**src/rtl/clock_display_scan.sv**
```systemverilog
// Multiplexed 6-digit 7-segment driver for a 12-hour HH:MM:SS clock.
// Snapshots the time once per scan frame, converts to BCD, blanks the leading hour zero and marks PM on dp.
module clock_display_scan #(
  parameter int unsigned SCAN_DIV       = 1000,
  parameter int unsigned BLANK          = 2,
  parameter bit          SEG_ACTIVE_LOW = 1'b1,
  parameter bit          AN_ACTIVE_LOW  = 1'b1
) (
  input  logic       clk,
  input  logic       reset,
  input  logic [7:0] hh,
  input  logic [7:0] mm,
  input  logic [7:0] ss,
  input  logic       pm,
  output logic [6:0] seg,
  output logic       dp,
  output logic [5:0] an,
  output logic       frame_start
);

  localparam logic [15:0] CNT_LAST = 16'(SCAN_DIV - 1);
  localparam logic [15:0] BLANK_C  = 16'(BLANK);

  logic [15:0] cnt;
  logic [2:0]  dig;
  logic [24:0] shadow;
  logic        load_pend;
  logic        last;
  logic        snap;

  logic [5:0]  an_r,  an_nx;
  logic [6:0]  seg_r, seg_nx;
  logic        dp_r,  dp_nx;

  logic [7:0]  sh_hh, sh_mm, sh_ss;
  logic        sh_pm;
  logic [7:0]  field;
  logic        valid;
  logic [3:0]  tens, ones;
  logic [6:0]  pat;
  logic        en;

  assign last = (cnt == CNT_LAST);
  // A new frame latches the time so no frame shows a mix of two clock states.
  assign snap = load_pend || (last && (dig == 3'd5));

  always_ff @(posedge clk or negedge reset) begin
    if (!reset) begin
      cnt         <= '0;
      dig         <= '0;
      shadow      <= '0;
      load_pend   <= 1'b1;
      frame_start <= 1'b0;
      an_r        <= '0;
      seg_r       <= '0;
      dp_r        <= 1'b0;
    end else begin
      cnt <= last ? '0 : cnt + 16'd1;
      if (last) dig <= (dig == 3'd5) ? 3'd0 : dig + 3'd1;
      if (snap) shadow <= {hh, mm, ss, pm};
      load_pend   <= 1'b0;
      frame_start <= snap;
      an_r        <= an_nx;
      seg_r       <= seg_nx;
      dp_r        <= dp_nx;
    end
  end

  function automatic logic [6:0] seg7(input logic [3:0] d);
    case (d)
      4'd0: seg7 = 7'h3F;
      4'd1: seg7 = 7'h06;
      4'd2: seg7 = 7'h5B;
      4'd3: seg7 = 7'h4F;
      4'd4: seg7 = 7'h66;
      4'd5: seg7 = 7'h6D;
      4'd6: seg7 = 7'h7D;
      4'd7: seg7 = 7'h07;
      4'd8: seg7 = 7'h7F;
      4'd9: seg7 = 7'h6F;
      default: seg7 = 7'h40;
    endcase
  endfunction

  assign sh_hh = shadow[24:17];
  assign sh_mm = shadow[16:9];
  assign sh_ss = shadow[8:1];
  assign sh_pm = shadow[0];

  always_comb begin
    field  = '0;
    valid  = 1'b0;
    case (dig)
      3'd0, 3'd1: begin field = sh_ss; valid = (sh_ss < 8'd60); end
      3'd2, 3'd3: begin field = sh_mm; valid = (sh_mm < 8'd60); end
      default:    begin field = sh_hh; valid = (sh_hh >= 8'd1) && (sh_hh <= 8'd12); end
    endcase
    tens = 4'(field / 8'd10);
    ones = 4'(field % 8'd10);
    pat  = seg7(dig[0] ? tens : ones);
    if (!valid)                             pat = 7'h40;
    else if ((dig == 3'd5) && (tens == '0)) pat = '0;
    en     = (cnt >= BLANK_C);
    an_nx  = en ? (6'd1 << dig) : '0;
    seg_nx = en ? pat : '0;
    dp_nx  = en && (dig == 3'd4) && sh_pm;
  end

  assign an  = an_r  ^ {6{AN_ACTIVE_LOW}};
  assign seg = seg_r ^ {7{SEG_ACTIVE_LOW}};
  assign dp  = dp_r  ^ SEG_ACTIVE_LOW;

endmodule
```
**config.mk**
```make
export PLATFORM = sky130hd
export DESIGN_NAME = clock_display_scan
export DESIGN_NICKNAME = d
export VERILOG_FILES = /design/src/rtl/clock_display_scan.sv
export SDC_FILE = /design/constraint.sdc
export NUM_CORES = 1
export LEC_CHECK = 0
export CAP_MARGIN = 20
export CORE_ASPECT_RATIO = 0.75
export CORE_MARGIN = 3
export CORE_UTILIZATION = 55
export DETAILED_ROUTE_END_ITERATION = 6
export HOLD_SLACK_MARGIN = 0.12
export MAX_ROUTING_LAYER = met4
export PLACE_DENSITY = 0.81
export SKIP_LAST_GASP = 1
export SYNTH_ARGS = -nofsm -noshare
export SYNTH_HDL_FRONTEND = slang
export SYNTH_SLANG_ARGS = --single-unit
```
**constraint.sdc**
```tcl
create_clock -name clk -period 6.4 [get_ports clk]
set_input_delay 1.28 -clock clk [delete_from_list [all_inputs] [get_ports clk]]
set_output_delay 1.28 -clock clk [all_outputs]
set_load 0.005 [all_outputs]
```
==> impl_metrics.csv <==
group,metric,value,unit
synthesis,synth_seq_cells,60,
synthesis,syn-num-nets,454,
floorplan,io_pins,42,
synthesis,syn-cell-area,3990,sq um
floorplan,start_util,57.6,%
grt,grt_pass1_vias,3495,
run,maxCapViolCount,0,
synthesis,synth.most_common_cell,"dfrtp_1",
cells_and_area,final_area,4730,sq um
synthesis,synth_xor_xnor_area_share,3.07,%
clock_network,cts_buffer_depth,2,
placement,dp_hpwl,7370,microns
synthesis,yosysTopAreaCell,"dfrtp_1",
synthesis,synth_area_per_cell,9.62,sq um
cells_and_area,diodes,0,
synthesis,synth_edf_count,0,
synthesis,yosysUniqueCellTypes,80,
synthesis,syn_inst,415,
synthesis,synth-simple-area-share,18.7,%
sta,clock-skew-final,0.0131,ns
grt,grt_usage,26.1,%
synthesis,yosysSeqAreaShare,37.6,%
sta,rsz0062_at_grt,"false",
setup_path,worstPathRequired,6.65,ns
pwr,vdd_ir_drop_max,0.000173,V
sta,post-route-min-period,5.89,ns
sta,hold_viol_final,0,
setup_path,timing.rr.start,"dig[2]",
sta,fmax,170,MHz
setup_path,ff2ff_setup_slack,0.51,ns
setup_path,worst-path-max-fanout,12,
sta,setup_viol,0,
grt,antenna_found_initial,0,
clock_network,root_buffer,"clkbuf_8",
grt,gr-total-overflow,0,
clock_network,cts_buffers,9,
clock_network,cts_tree,"built",
hold_path,hold_class,"flip-flop to flip-flop",
synthesis,synth.area.top_cells,"dfrtp_1 (37%), mux2_2 (7.3%), ha_1 (3.8%)",
setup_path,slowest_delay,0.52,ns
sta,tns,0,ns
cells_and_area,area_growth_syn_to_layout,18.4,%
hold_path,worst_hold_path.endpoint,"dp_r",
setup_path,endpoint_kind,"flip-flop",
sta,tightest_slew,0.750,ns
drt,drcViolationCount,0,
setup_path,crit_type,"flip-flop to flip-flop",
setup_path,worstSetupStartpointType,"flip-flop",
sta,slew_headroom,50.0,%
placement,globalplace.congestion,0.902,
setup_path,path_buf_inv,5,
floorplan,die_area,8330,sq um
clock_network,cts_setup_buffers,0,
floorplan,die_y,79.8,microns
synthesis,async_reset_ff_share,100,%
drt,drtAntennaViolNets,0,
drt,via_per_inst,6.24,
pwr,power_density,258,nW/um^2
synthesis,synth-compound-area-share,22.9,%
synthesis,synthAdderAreaFrac,3.76,%
placement,io_buffers,41,
drt,vias,3517,
clock_network,numClockSinks,60,
drt,drt-pass1-iter-count,5,
sta,finalCritPeriodShare,92.1,%
clock_network,clock_latency,0.34,ns
cells_and_area,drive_above_1_share,18.9,%
synthesis,synth_top_area_share,37.0,%
synthesis,yosys_warnings,0,
grt,grt_pass1_wl,17200,microns
floorplan,rows,26,
synthesis,synth_common_cells,"dfrtp_1 (59), nor2_1 (35), inv_1 (27)",
drt,wirelength,10300,microns
setup_path,cp.arrival,6.14,ns
setup_path,cp_common_cell,"inv_1",
drt,drt-initial-drc-count,245,
clock_network,htreeDepth,3,
setup_path,r2r_cells,26,
placement,place_area,4510,sq um
setup_path,r2r_end,"seg_r[4]",
pwr,static-leakage-power,0.00202,uW
setup_path,cpLargestDelayFamily,"compound AO/OA/AOI/OAI gates",
synthesis,synthMuxAreaShare,8.71,%
sta,fin_hold_ws,0.476,ns
setup_path,critPathSlowestCell,"dfrtp_1",
synthesis,synth_top_family_by_area,"compound AO/OA/AOI/OAI gates",
hold_path,min-delay-start,"shadow[0]",
clock_network,cts_hold_buf,0,
synthesis,ys.flop_type,"dfrtp_1",
clock_network,clk_pin_slew_worst_paths,0.07,ns
drt,wl_per_cell,18.2,microns
clock_network,cts_resized,0,
grt,grt_max_degree,61,
status,status,"complete, no violations",
floorplan,core-area,6930,sq um
floorplan,die_x,104,microns
cells_and_area,layout.nets,500,
hold_path,holdPathStages,1,
sta,slew_violations,0,
per-layer routing:
metal / global-route usage [%] / up-vias / share of wire [%] / wire length [microns]
li1: - / 1631 / - / -
met1: 33.9 / 1728 / 44 / 4530
met2: 42.6 / 145 / 48 / 4910
met3: 5.50 / 13 / 7.1 / 727
met4: 5.71 / 0 / 0.85 / 87
met5: - / - / 0 / 0
worst register-to-register path: stages, from the launching register on:
cell and delay [ns]:
dfrtp_1 0.52, inv_1 0.15, ha_2 0.30, and2_1 0.19
a221oi_2 0.27, and2_1 0.22, inv_2 0.07, ha_1 0.29
inv_1 0.15, nor3_1 0.10, a21o_1 0.18, a221oi_1 0.36
a22oi_2 0.14, inv_1 0.12, ha_1 0.18, o31ai_1 0.09
nor3_2 0.25, and3_1 0.20, nand3_1 0.08, a32oi_1 0.42
a22oi_2 0.19, a41o_1 0.26, a32oi_2 0.33, ha_1 0.23
inv_1 0.06, mux2_4 0.28, o31ai_4 0.16
stage by stage:
step	utilization, %	total power [uW]	setup WS, ns	instances
finish	68.2	1220	0.507	564
global route	68.2	1290	0.0313	564
CTS	68.0	1220	0.385	564
detailed placement	65.1	863	0.438	548
global placement	65.1	858	0.611	548
floorplan	-	739	0.872	415
report_power, final:
part           leakage (uW)  switching (uW)  internal [uW]  total, uW
Sequential         0.000747            20.7            408        429
Combinational       0.00117             247            196        443
Clock             0.0000983             159            190        348
logic make-up after synthesis:
| logic type | count (synthesis) |
|---|---|
| simple gates | 142 |
| buf+inv | 45 |
| mux | 31 |
| flops | 60 |
| compound gates | 110 |
| fa+ha+maj | 12 |
| xor+xnor | 14 |
| other cells | 1 |
worst max-delay path by stage:
stage	startpoint	end	slack (ns)	cells past startpoint
floorplan	dig[0]	seg_r[4]	0.87	30
global route	dig[2]	seg_r[3]	0.03	27
global placement	dig[1]	seg_r[4]	0.61	27
detailed placement	dig[2]	seg_r[4]	0.44	26
CTS	dig[2]	seg_r[4]	0.38	26
finish	dig[2]	seg_r[4]	0.51	26
cell type report:
class | count | area [sq um]
clock buffers | 10 | 138
clock inverters | 6 | 63.8
fillers | 547 | 2200
inverters | 30 | 113
multi-input cells | 310 | 2310
flip-flops and latches | 60 | 1500
well taps | 98 | 123
repair buffers | 50 | 473
cell usage in the layout (no fill, tap or decap), types with 6 or more instances in the layout:
cell / n
nor3_1: 11
buf_4: 9
and2_1: 9
nand4_1: 6
inv_1: 27
o21a_1: 7
a31oi_1: 6
xnor2_1: 6
dfrtp_1: 59
xor2_1: 8
nand3_1: 15
nand2_1: 24
a21oi_1: 12
clkdlybuf4s50_1: 40
ha_1: 11
mux2_2: 26
o21ai_0: 9
o21ai_1: 6
clkbuf_8: 10
a21o_1: 8
nor2_1: 35
state kept, by name, summed over array words and instances, names as in the netlist:
signal and count:
cnt 16, frame_start 1, an_r 6, dp_r 1
load_pend 1, shadow 25, dig 3, seg_r 7
No activity file was read; power rests on OpenSTA's default activity.
